===== src/rtl/mem_responder_if.sv =====
// Request/response bus between an initiator (arbiter side) and the memory responder.
interface mem_responder_if #(
  parameter int AN = 8,
  parameter int DN = 8,
  parameter int N  = 2
);
  logic          req;
  logic          wr;
  logic [AN-1:0] addr;
  logic [DN-1:0] data;
  logic [N-1:0]  id;
  logic          ack;
  logic          valid;
  logic [DN-1:0] mem_data;
  logic [N-1:0]  mem_id;

  modport master (
    output req, wr, addr, data, id,
    input  ack, valid, mem_data, mem_id
  );

  modport slave (
    input  req, wr, addr, data, id,
    output ack, valid, mem_data, mem_id
  );
endinterface


===== src/rtl/mem_responder.sv =====
// Memory-side responder: one request at a time, optional wait states, fixed-latency
// in-order read return tagged with the requester id.
module mem_responder #(
  parameter int AN   = 8,
  parameter int DN   = 8,
  parameter int N    = 2,
  parameter int WAIT = 0,
  parameter int LAT  = 1
) (
  input logic            clkSYS,
  input logic            reset,
  mem_responder_if.slave bus
);

  typedef enum logic [1:0] {S_IDLE, S_WAIT, S_ACK, S_HOLD} state_t;

  state_t        state;
  logic [3:0]    wait_cnt;
  logic          ack_q;
  logic          wr_q;
  logic [AN-1:0] addr_q;
  logic [DN-1:0] data_q;
  logic [N-1:0]  id_q;

  logic [DN-1:0] ram [2**AN];

  logic [LAT-1:0] pipe_v;
  logic [DN-1:0]  pipe_d  [LAT];
  logic [N-1:0]   pipe_id [LAT];

  // HOLD after ACK swallows a req the initiator keeps high one cycle too long.
  always_ff @(posedge clkSYS) begin
    if (reset) begin
      state    <= S_IDLE;
      wait_cnt <= '0;
      ack_q    <= 1'b0;
      wr_q     <= 1'b0;
      addr_q   <= '0;
      data_q   <= '0;
      id_q     <= '0;
    end else begin
      ack_q <= 1'b0;
      case (state)
        S_IDLE: begin
          if (bus.req) begin
            wr_q   <= bus.wr;
            addr_q <= bus.addr;
            data_q <= bus.data;
            id_q   <= bus.id;
            if (WAIT > 0) begin
              state    <= S_WAIT;
              wait_cnt <= 4'(WAIT - 1);
            end else begin
              state <= S_ACK;
              ack_q <= 1'b1;
            end
          end
        end
        S_WAIT: begin
          if (wait_cnt == 4'd0) begin
            state <= S_ACK;
            ack_q <= 1'b1;
          end else begin
            wait_cnt <= wait_cnt - 4'd1;
          end
        end
        S_ACK:   state <= S_HOLD;
        S_HOLD:  state <= S_IDLE;
        default: state <= S_IDLE;
      endcase
    end
  end

  // RAM has no reset so contents survive it; a commit coinciding with reset is dropped.
  always_ff @(posedge clkSYS) begin
    if (!reset && state == S_ACK && wr_q) begin
      ram[addr_q] <= data_q;
    end
  end

  always_ff @(posedge clkSYS) begin
    if (reset) begin
      pipe_v <= '0;
      for (int i = 0; i < LAT; i++) begin
        pipe_d[i]  <= '0;
        pipe_id[i] <= '0;
      end
    end else begin
      pipe_v[0]  <= (state == S_ACK) && !wr_q;
      pipe_d[0]  <= ram[addr_q];
      pipe_id[0] <= id_q;
      for (int i = 1; i < LAT; i++) begin
        pipe_v[i]  <= pipe_v[i-1];
        pipe_d[i]  <= pipe_d[i-1];
        pipe_id[i] <= pipe_id[i-1];
      end
    end
  end

  assign bus.ack      = ack_q;
  assign bus.valid    = pipe_v[LAT-1];
  assign bus.mem_data = pipe_d[LAT-1];
  assign bus.mem_id   = pipe_id[LAT-1];

endmodule


===== src/flat_wrapper.sv =====
// flat-port wrapper written by rule: the top's interface ports become plain ports
module mem_responder_flat 
#(
  parameter int AN   = 8,
  parameter int DN   = 8,
  parameter int N    = 2,
  parameter int WAIT = 0,
  parameter int LAT  = 1
)
  (clkSYS, reset, bus_req, bus_wr, bus_addr, bus_data, bus_id, bus_ack, bus_valid, bus_mem_data, bus_mem_id);
  mem_responder_if #(.AN(AN), .DN(DN), .N(N)) bus_i ();
  input logic clkSYS;
  input logic reset;
  input wire logic [$bits(bus_i.req)-1:0] bus_req;
  input wire logic [$bits(bus_i.wr)-1:0] bus_wr;
  input wire logic [$bits(bus_i.addr)-1:0] bus_addr;
  input wire logic [$bits(bus_i.data)-1:0] bus_data;
  input wire logic [$bits(bus_i.id)-1:0] bus_id;
  output wire logic [$bits(bus_i.ack)-1:0] bus_ack;
  output wire logic [$bits(bus_i.valid)-1:0] bus_valid;
  output wire logic [$bits(bus_i.mem_data)-1:0] bus_mem_data;
  output wire logic [$bits(bus_i.mem_id)-1:0] bus_mem_id;
  assign bus_i.req = bus_req;
  assign bus_i.wr = bus_wr;
  assign bus_i.addr = bus_addr;
  assign bus_i.data = bus_data;
  assign bus_i.id = bus_id;
  assign bus_ack = bus_i.ack;
  assign bus_valid = bus_i.valid;
  assign bus_mem_data = bus_i.mem_data;
  assign bus_mem_id = bus_i.mem_id;
  mem_responder #(.AN(AN), .DN(DN), .N(N), .WAIT(WAIT), .LAT(LAT)) u_core (.clkSYS(clkSYS), .reset(reset), .bus(bus_i));
endmodule

===== config.mk =====
export PLATFORM = sky130hd
export DESIGN_NAME = mem_responder_flat
export DESIGN_NICKNAME = d
export VERILOG_FILES = /design/src/rtl/mem_responder_if.sv /design/src/rtl/mem_responder.sv /design/src/flat_wrapper.sv
export SDC_FILE = /design/constraint.sdc
export NUM_CORES = 2
export LEC_CHECK = 0
export ABC_AREA = 1
export BUFFER_PORTS_ARGS = -buffer_cell sky130_fd_sc_hd__buf_2
export CORE_AREA = 4 4 397 399
export DETAILED_ROUTE_END_ITERATION = 8
export DIE_AREA = 0 0 401 403
export GPL_ROUTABILITY_DRIVEN = 0
export PLACE_DENSITY_LB_ADDON = 0.15
export SLEW_MARGIN = 25
export SYNTH_ARGS = -nofsm -noshare
export SYNTH_HDL_FRONTEND = slang
export SYNTH_SLANG_ARGS = --single-unit

===== constraint.sdc =====
create_clock -name clkSYS -period 5.9 [get_ports clkSYS]
set_input_delay 0.885 -clock clkSYS [delete_from_list [all_inputs] [get_ports clkSYS]]
set_output_delay 0.885 -clock clkSYS [all_outputs]
set_load 0.02 [all_outputs]

==> flow_metrics.tcl <==
set metrics [dict create \
    io_pins 34 \
    area_occupied_by_multi_input_gates_mm2 0.0196 \
    wl_um 228000 \
    cts_resized 0 \
    layout.cells.most_common "nand2_1" \
    grt_pass1_vias 52600 \
    maxCapViolations 0 \
    clockBufferDepth 3 \
    postSynthRegisterBits 2093 \
    critPathArrivalTime_ns 4.42 \
    drt_iter0_markers 7105 \
    outcome "completed" \
    worstPathMaxFanout 129 \
    hold_path_end "u_core.data_q[3]" \
    initial_utilization_pct 54.9 \
    yosys_warnings 0 \
    timing.max_slew.rel_slack_pct 28.7 \
    drive_gt1_share_pct 6.53 \
    start_kind "register" \
    firstDrtPassIters 6 \
    routed_via_density 6.01 \
    setup_tns_ns 0 \
    holdBufCountCts 0 \
    unrepaired_setup_endpoints_after_global_routing "false" \
    fin_crit_ns 3.70 \
    ys_types 23 \
    detail_route.drc_violations 0 \
    cell_internal_power_mw 24.6 \
    clk_latency_ns 0.82 \
    required_ns 6.62 \
    finalCritPeriodShare_pct 62.7 \
    register_area_mm2 0.0624 \
    cp_cell_sequence "buf_12 -> buf_4 -> nand2_1 -> nand3_1 -> nand3_1 -> nand3_1 -> nand3_1 -> nand3_1 -> nand3_1 -> nand3_1 -> nand2_1 -> nor2_1" \
    grt_usage_pct 27.7 \
    power_frac_comb_pct 9.8 \
    cpMostUsedCell "nand3_1" \
    detailroute.via_count 55100 \
    commonest_non_fill_non_tap_cells_in_the_layout "nand2_1 (2,070), edfxtp_1 (2,048), nand3_1 (1,928)" \
    die-area_mm2 0.162 \
    end_kind "register" \
    post_route_skew_ns 0.0331 \
    synth_area_mm2 0.0845 \
    slowest_stage "dfxtp_4" \
    worst_voltage_drop_across_the_vdd_grid_mv 0.306 \
    maximum_number_of_pins_on_one_net_before_global_route_repair 263 \
    cts-buffers-inserted 204 \
    synthesis.nets 7137 \
    finalHoldViolations 0 \
    floorplan.core_area_mm2 0.154 \
    reg2regPathDepth 12 \
    power_frac_clock_pct 39.0 \
    setup_viol 0 \
    numPortBuffers 33 \
    slew_violations 0 \
    fillers 12200 \
    cts.repair_timing.setup_buffer_count 0 \
    setup.reg_to_reg.worst_slack_ns 2.20 \
    power.leakage_nw 32.3 \
    globalRouteOverflowTotal 0 \
    p_seq_share_pct 51.2 \
    cts_sinks 2093 \
    switching_power_mw 8.05 \
    category_of_the_most_critical_setup_path "reg -> reg" \
    synth_area_per_cell_um2 11.9 \
    die_height_um 403 \
    hpwlAfterDp_um 128000 \
    cell_at_the_root_of_the_clock_tree "clkbuf_16" \
    cpPeakStageDelay_ns 0.70 \
    grt_pass1_wl_um 337000 \
    placement_rows 144 \
    rr_endpoint "u_core.pipe_d[0][6]" \
    power_density_mw_per_mm2 353 \
    tightest_slew_ns 1.07 \
    die_w_um 401 \
    placedInstanceArea_mm2 0.0859 \
    min-delay-path-class "in -> reg" \
    hold_path_depth 3 \
    clk_pin_slew_worst_paths_ns 0.06 \
    stdcell_area_mm2 0.0925 \
    worstHoldStart "bus_data[3]" \
    synth_cells 7114 \
    cts_h_tree_depth 4 \
    layout-area-overhead-vs-synth_pct 9.46 \
    antenna_violating_nets_post_route 0 \
    max_clock_freq_mhz 270 \
    switching_share_pct 24.7 \
    antenna_found_initial 6 \
    finish.net_count 6979 \
    post_synthesis_sequential_area_ratio_pct 73.8 \
    routed_wire_length_per_instance_um 24.8 \
    cts_tree "yes" \
]
## layer usage
| metal | vias up | part of all wire (%) | global-route usage [%] |
|---|---|---|---|
| li1 | 24900 | - | - |
| met5 | - | 0.015 | 0 |
| met3 | 447 | 9.1 | 4.49 |
| met4 | 4 | 3.7 | 9.98 |
| met1 | 27000 | 41 | 39.5 |
| met2 | 2798 | 47 | 43.7 |
## worst max-delay path: cells and delay by family, from the launching register on
family / cells / cell delay [ns]
and+or+nand+nor: 10 / 1.56
DFF: 1 / 0.70
buffers and inverters: 2 / 1.19
## sequential cells by signal (all words and copies together), names as in the netlist, 2 cells and up, named ones only
signal,count
u_core.wait_cnt,4
u_core.addr_q,8
u_core.pipe_d,8
u_core.state,2
u_core.pipe_id,2
u_core.id_q,2
u_core.ram,2048
u_core.data_q,8
## power by group through the flow
stage / registers, mW / logic, mW / clock network [mW]
after floorplan: 17.2 / 1.86 / 0
after global placement: 17.1 / 3.13 / 0
after detailed placement: 17.1 / 3.14 / 0
after CTS: 16.7 / 3.15 / 12.9
after global routing: 16.7 / 3.46 / 13.5
final: 16.7 / 3.20 / 12.7
## synthesized netlist by cell type
library cell,n,area (um^2)
inv_4,1,6.26
nand2_1,2088,7840
inv_2,2,7.51
a31o_2,1,8.76
clkbuf_1,125,469
nand3_1,1931,9660
edfxtp_1,2048,61500
buf_6,16,180
buf_2,232,1160
a31oi_1,1,6.26
inv_1,27,101
buf_8,1,15.0
ha_1,1,12.5
nor2_1,372,1400
nor3_1,7,35.0
o22ai_1,16,100
clkinv_1,1,3.75
nand4_1,1,6.26
o21ai_0,55,275
dfxtp_1,45,901
a21oi_1,29,145
buf_1,51,191
buf_4,63,473
## cell families (layout without fill, tap and decap cells)
family	after synthesis	after routing	synth area share (%)
flops	2093	2093	73.8
fa+ha+maj	1	1	0.0148
buf+inv	519	537	3.09
simple gates	4399	4399	22.4
compound gates	102	102	0.634
other cells	0	1	0
## cell type report
| type | count | area share (%) |
|---|---|---|
| clock inverters | 120 | 1.08 |
| clock buffers | 262 | 5.98 |
| well taps | 2044 | 2.77 |
| multi-input cells | 4502 | 21.2 |
| diodes | 1 | 0.00271 |
| inverters | 31 | 0.162 |
| flip-flops and latches | 2093 | 67.5 |
| repair buffers | 124 | 1.34 |
## through the flow
stage               worst slack [ns]  std cells  power (mW)  utilization (%)  hold WS, ns
floorplan                       1.65       7114        19.1                -        0.410
detailed placement              2.09       8791        20.2             55.8        0.474
global placement                2.10       8790        20.2             55.8        0.460
finish                          2.20       9177        32.7             60.1        0.346
global route                    2.02       9176        33.7             60.1        0.323
CTS                             2.36       9173        32.8             60.1        0.300
## worst max-delay path by stage
stage,endpoint,slack (ns),depth (start not counted)
CTS,u_core.pipe_d[0][1],2.36,12
detailed placement,u_core.ram[11][6],2.09,7
finish,u_core.pipe_d[0][6],2.20,12
global route,u_core.pipe_d[0][1],2.02,14
floorplan,u_core.ram[0][0],1.65,0
global placement,u_core.ram[193][5],2.10,7
Note: power is estimated with default switching activity, not from simulation.
